--- src/rtl/control_datapath.sv ---
// Single-cycle control/datapath: opcode decode, 4-entry register file and a
// small ALU whose result is written back to R[rx_addr] on the next rising edge.
module control_datapath #(
  parameter int unsigned DATA_W = 8
) (
  input  logic              clk,
  input  logic              rst_n,
  input  logic [3:0]        opcode,
  input  logic [1:0]        rx_addr,
  input  logic [1:0]        ry_addr,
  input  logic [DATA_W-1:0] immediate,
  output logic              reg_write_enable,
  output logic [1:0]        alu_op_select,
  output logic              alu_operand_b_select,
  output logic [DATA_W-1:0] alu_result,
  output logic [DATA_W-1:0] r0_debug,
  output logic [DATA_W-1:0] r1_debug,
  output logic [DATA_W-1:0] r2_debug,
  output logic [DATA_W-1:0] r3_debug
);

  localparam int unsigned NUM_REGS = 4;

  localparam logic [3:0] OP_LOAD = 4'h0;
  localparam logic [3:0] OP_MOV  = 4'h1;
  localparam logic [3:0] OP_XOR  = 4'h2;
  localparam logic [3:0] OP_ADD  = 4'h3;

  localparam logic [1:0] ALU_PASS = 2'b00;
  localparam logic [1:0] ALU_XOR  = 2'b01;
  localparam logic [1:0] ALU_ADD  = 2'b10;

  logic [NUM_REGS-1:0][DATA_W-1:0] regs_q;
  logic [NUM_REGS-1:0][DATA_W-1:0] regs_d;

  logic [DATA_W-1:0] operand_a;
  logic [DATA_W-1:0] operand_b;

  // Opcode decode; every unlisted opcode is a NOP.
  always_comb begin
    reg_write_enable     = 1'b0;
    alu_op_select        = ALU_PASS;
    alu_operand_b_select = 1'b0;
    case (opcode)
      OP_LOAD: begin
        reg_write_enable     = 1'b1;
        alu_operand_b_select = 1'b1;
      end
      OP_MOV: begin
        reg_write_enable = 1'b1;
      end
      OP_XOR: begin
        reg_write_enable = 1'b1;
        alu_op_select    = ALU_XOR;
      end
      OP_ADD: begin
        reg_write_enable = 1'b1;
        alu_op_select    = ALU_ADD;
      end
      default: ;
    endcase
  end

  // Asynchronous register-file reads and operand B mux.
  always_comb begin
    operand_a = regs_q[rx_addr];
    operand_b = alu_operand_b_select ? immediate : regs_q[ry_addr];
  end

  // ALU; the add wraps modulo 2^DATA_W, and codes 00/11 both pass B.
  always_comb begin
    alu_result = operand_b;
    case (alu_op_select)
      ALU_XOR: alu_result = operand_a ^ operand_b;
      ALU_ADD: alu_result = DATA_W'(operand_a + operand_b);
      default: alu_result = operand_b;
    endcase
  end

  // Write-back: only the destination register changes.
  always_comb begin
    regs_d = regs_q;
    if (reg_write_enable) begin
      regs_d[rx_addr] = alu_result;
    end
  end

  always_ff @(posedge clk or negedge rst_n) begin
    if (!rst_n) begin
      regs_q <= '0;
    end else begin
      regs_q <= regs_d;
    end
  end

  assign r0_debug = regs_q[0];
  assign r1_debug = regs_q[1];
  assign r2_debug = regs_q[2];
  assign r3_debug = regs_q[3];

endmodule

--- config.mk ---
export PLATFORM = sky130hd
export DESIGN_NAME = control_datapath
export DESIGN_NICKNAME = d
export VERILOG_FILES = /design/src/rtl/control_datapath.sv
export SDC_FILE = /design/constraint.sdc
export NUM_CORES = 1
export LEC_CHECK = 0
export CORE_MARGIN = 2
export CORE_UTILIZATION = 50
export CTS_BUF_LIST = sky130_fd_sc_hd__clkbuf_4
export DETAILED_ROUTE_END_ITERATION = 8
export PLACE_DENSITY = 0.94
export SLEW_MARGIN = 40
export SYNTH_ARGS = -nofsm -noshare
export SYNTH_HDL_FRONTEND = slang
export SYNTH_SLANG_ARGS = --single-unit
--- constraint.sdc ---
create_clock -name clk -period 5.6 [get_ports clk]
set_clock_uncertainty 0.2 [all_clocks]
set_input_delay 1.12 -clock clk [delete_from_list [all_inputs] [get_ports clk]]
set_output_delay 1.12 -clock clk [all_outputs]
set_load 0.02 [all_outputs]
==> results.sh <==
export IMPL_grt_pass1_vias=2276
export IMPL_ctsHtreeMaxLevel=2
export IMPL_cpPeakStageDelay_ps=570
export IMPL_setup_viol=0
export IMPL_drv_slew=0
export IMPL_synth_most_common_cell="nand2_1"
export IMPL_placed_area_sq_um=3180
export IMPL_postLayoutCellArea_sq_um=3290
export IMPL_port_buffers=61
export IMPL_p_switching_uw=515
export IMPL_p_per_area_nw_per_um2=370
export IMPL_cts_root_buf="clkbuf_4"
export IMPL_reg2reg_setup_slack_ps=2080
export IMPL_path_cells="dlygate4sd2_1 -> mux4_1 -> mux2_4 -> ha_2 -> fa_2 -> a21o_1 -> a211o_1 -> and4b_1 -> o32ai_2 -> inv_1 -> clkdlybuf4s15_2"
export IMPL_clk_latency_ps=350
export IMPL_firstDrtPassIters=5
export IMPL_max_freq_ghz=0.180
export IMPL_critPathTopFamily="multiplexers"
export IMPL_cts_path_max_buffers=2
export IMPL_synth_common_cells="nand2_1, dfrtp_1, o21ai_0"
export IMPL_syn_num_nets=254
export IMPL_ios=62
export IMPL_fillers=291
export IMPL_grt_total_usage_pct=29.1
export IMPL_multiInputGateArea_sq_um=1400
export IMPL_p_total_uw=1220
export IMPL_die_w_um=71.5
export IMPL_required_ps=4280
export IMPL_path_clk_slew_ps=90
export IMPL_rows=24
export IMPL_maxCapViolations=0
export IMPL_detail_route_antenna_nets=0
export IMPL_ys_top_cells_by_area="dfrtp_1, mux4_2, mux4_1"
export IMPL_cts_inserted_buffers=5
export IMPL_netlist_instances=225
export IMPL_hold_ws_ps=345
export IMPL_ys_ff_latch=32
export IMPL_hold_path_class="flop to flop"
export IMPL_leakage_uw=0.00153
export IMPL_yosysWarningCount=0
export IMPL_cp_slowest_cell="mux4_1"
export IMPL_vias_per_cell=6.40
export IMPL_cts_tree="built"
export IMPL_clkPwrFrac_pct=10.7
export IMPL_status="complete, no violations"
export IMPL_irDropWorstVdd_v=0.000219
export IMPL_swShare_pct=42.4
export IMPL_fin_crit_sh_pct=99.0
export IMPL_end_kind="output port"
export IMPL_p_comb_share_pct=59.2
export IMPL_fin_nets=352
export IMPL_crit_start="ry_addr[0]"
export IMPL_p_int_uw=700
export IMPL_synth_cell_types=44
export IMPL_worstReg2RegEnd="r3_debug[6]$_DFFE_PN0P_"
export IMPL_crit_type="input pin to output port"
export IMPL_gp_congestion=1.04
export IMPL_vias=2407
export IMPL_yosys_area_top_type="dfrtp_1"
export IMPL_worstPathBufferInverterCount=3
export IMPL_seq_power_share_pct=30.1
export IMPL_async_flop_share_pct=100
export IMPL_grt_start_max_net_pins=33
export IMPL_crit_end="alu_result[6]"
export IMPL_area_sequential_sq_um=801
export IMPL_tns_ps=0
export IMPL_r2r_start="r1_debug[0]$_DFFE_PN0P_"
export IMPL_drt_initial_drc_count=393
export IMPL_start_util_pct=51.9
export IMPL_slew_headroom_pct=58.1
export IMPL_drive_gt1_share_pct=23.8
export IMPL_syn_area_per_cell_sq_um=10.1
export IMPL_cp_arrival_ps=4220
export IMPL_grt_pass1_wl_um=11400
export IMPL_hold_violations=0
export IMPL_synthFlopType="dfrtp_1"
export IMPL_min_path_cells=2
export IMPL_drc=0
export IMPL_worst_path_max_fanout=3
export IMPL_synth_top_area_share_pct=35.2
export IMPL_r2r_cells=11
export IMPL_holdBufCountCts=0
export IMPL_min_period_ps=5540
export IMPL_synth_edff_count=0
export IMPL_netlist_area_sq_um=2280
export IMPL_place_detailed_hpwl_um=5040
export IMPL_core_area_sq_um=4380
export IMPL_antenna_found_initial=0
export IMPL_overflow=0
export IMPL_cts_sinks=32
export IMPL_dieArea_sq_um=5110
export IMPL_wl_um=7230
export IMPL_area_growth_synth_to_final_pct=44.3
export IMPL_worst_setup_path_start_kind="input pin"
export IMPL_antenna_cells=0
export IMPL_crit_cells=11
export IMPL_die_y_um=71.5
export IMPL_drt_wirelength_per_cell_um=19.2
export IMPL_yosysSeqAreaShare_pct=35.2
export IMPL_worst_pin_slew_ps=623
[through the flow]
step	utilization (%)	cells	setup slack, ps
after floorplan	-	225	268
after global placement	72.5	364	-448
after detailed placement	72.5	364	-513
after CTS	74.4	374	31.3
after global routing	75.0	376	-44.6
final	75.0	376	58.2
[routing by layer]
layer	track usage, %	routed length, um	vias to the layer above
met5	0	0	-
met3	6.05	684	30
met4	11.5	181	0
met2	47.0	3450	173
li1	-	-	1041
met1	38.5	2920	1163
[sequential cells by signal, summed over array words and instances, names as in the netlist]
name / count
r0_debug: 8
r1_debug: 8
r2_debug: 8
r3_debug: 8
[cells in the final DEF (no fill, tap or decap), types with 2 or more instances in the layout]
| cell type | synthesis | layout |
|---|---|---|
| a21oi_1 | 8 | 8 |
| nand3b_1 | 3 | 3 |
| clkinv_2 | 0 | 2 |
| mux4_2 | 9 | 9 |
| a31oi_1 | 8 | 8 |
| dlygate4sd2_1 | 0 | 3 |
| dfrtp_1 | 32 | 32 |
| mux4_1 | 7 | 7 |
| clkdlybuf4s50_1 | 0 | 52 |
| inv_1 | 12 | 12 |
| nand3_1 | 2 | 2 |
| and3_1 | 2 | 2 |
| o21ai_1 | 4 | 4 |
| nand2_1 | 35 | 35 |
| o21ai_0 | 28 | 27 |
| o21a_1 | 2 | 2 |
| dlymetal6s2s_1 | 0 | 3 |
| a211o_1 | 2 | 2 |
| a211oi_1 | 4 | 3 |
| mux2_2 | 5 | 4 |
| mux2i_1 | 4 | 3 |
| clkbuf_2 | 0 | 2 |
| o211ai_1 | 2 | 2 |
| o31ai_1 | 2 | 2 |
| ha_1 | 10 | 9 |
| a21o_1 | 2 | 2 |
| clkbuf_4 | 0 | 5 |
| buf_4 | 0 | 40 |
| nor2_1 | 13 | 13 |
| clkinv_1 | 1 | 2 |
[how the worst min path moves through the flow]
stage / startpoint / to
global route: r1_debug[1]$_DFFE_PN0P_ / r1_debug[1]$_DFFE_PN0P_
detailed placement: r1_debug[1]$_DFFE_PN0P_ / r1_debug[1]$_DFFE_PN0P_
global placement: r0_debug[4]$_DFFE_PN0P_ / r0_debug[4]$_DFFE_PN0P_
CTS: r1_debug[1]$_DFFE_PN0P_ / r1_debug[1]$_DFFE_PN0P_
floorplan: r2_debug[0]$_DFFE_PN0P_ / r2_debug[0]$_DFFE_PN0P_
finish: r3_debug[2]$_DFFE_PN0P_ / r3_debug[2]$_DFFE_PN0P_
[power by group through the flow]
stage	clock network, uW	registers (uW)	logic, uW
floorplan	0	429	297
global placement	0	364	666
detailed placement	0	367	689
CTS	131	364	701
global route	138	374	760
finish	130	366	719
[cells by family after synthesis]
family          after synthesis  share of synthesized area (%)
simple gates                 64                           13.9
fa+ha+maj                    11                           6.37
flops                        32                           35.2
mux                          25                           21.2
compound gates               69                           19.0
buf+inv                      24                           4.40
[tightest hold or removal path, delay by kind of cell, from the launching register on]
| family | cells | cell delay [ps] |
|---|---|---|
| AO/OA/AOI/OAI | 1 | 60 |
| flip-flops | 1 | 390 |
| AND/OR/NAND/NOR | 1 | 60 |
[final cells by class]
cell class | count | share of cell area [%]
inverter | 13 | 1.48
clock buffer | 5 | 1.14
multi-input combinational | 169 | 42.7
sequential | 32 | 24.4
clock inverter | 3 | 0.419
tap | 52 | 1.98
timing repair buffer | 102 | 27.9
[timing repair]
action	CTS	global route
setup buffers	2	2
resized for setup	15	10
cloned	0	0
pin swaps	1	4
endpoints found under the setup margin	7	5
Power figures use the tool's default switching activity.
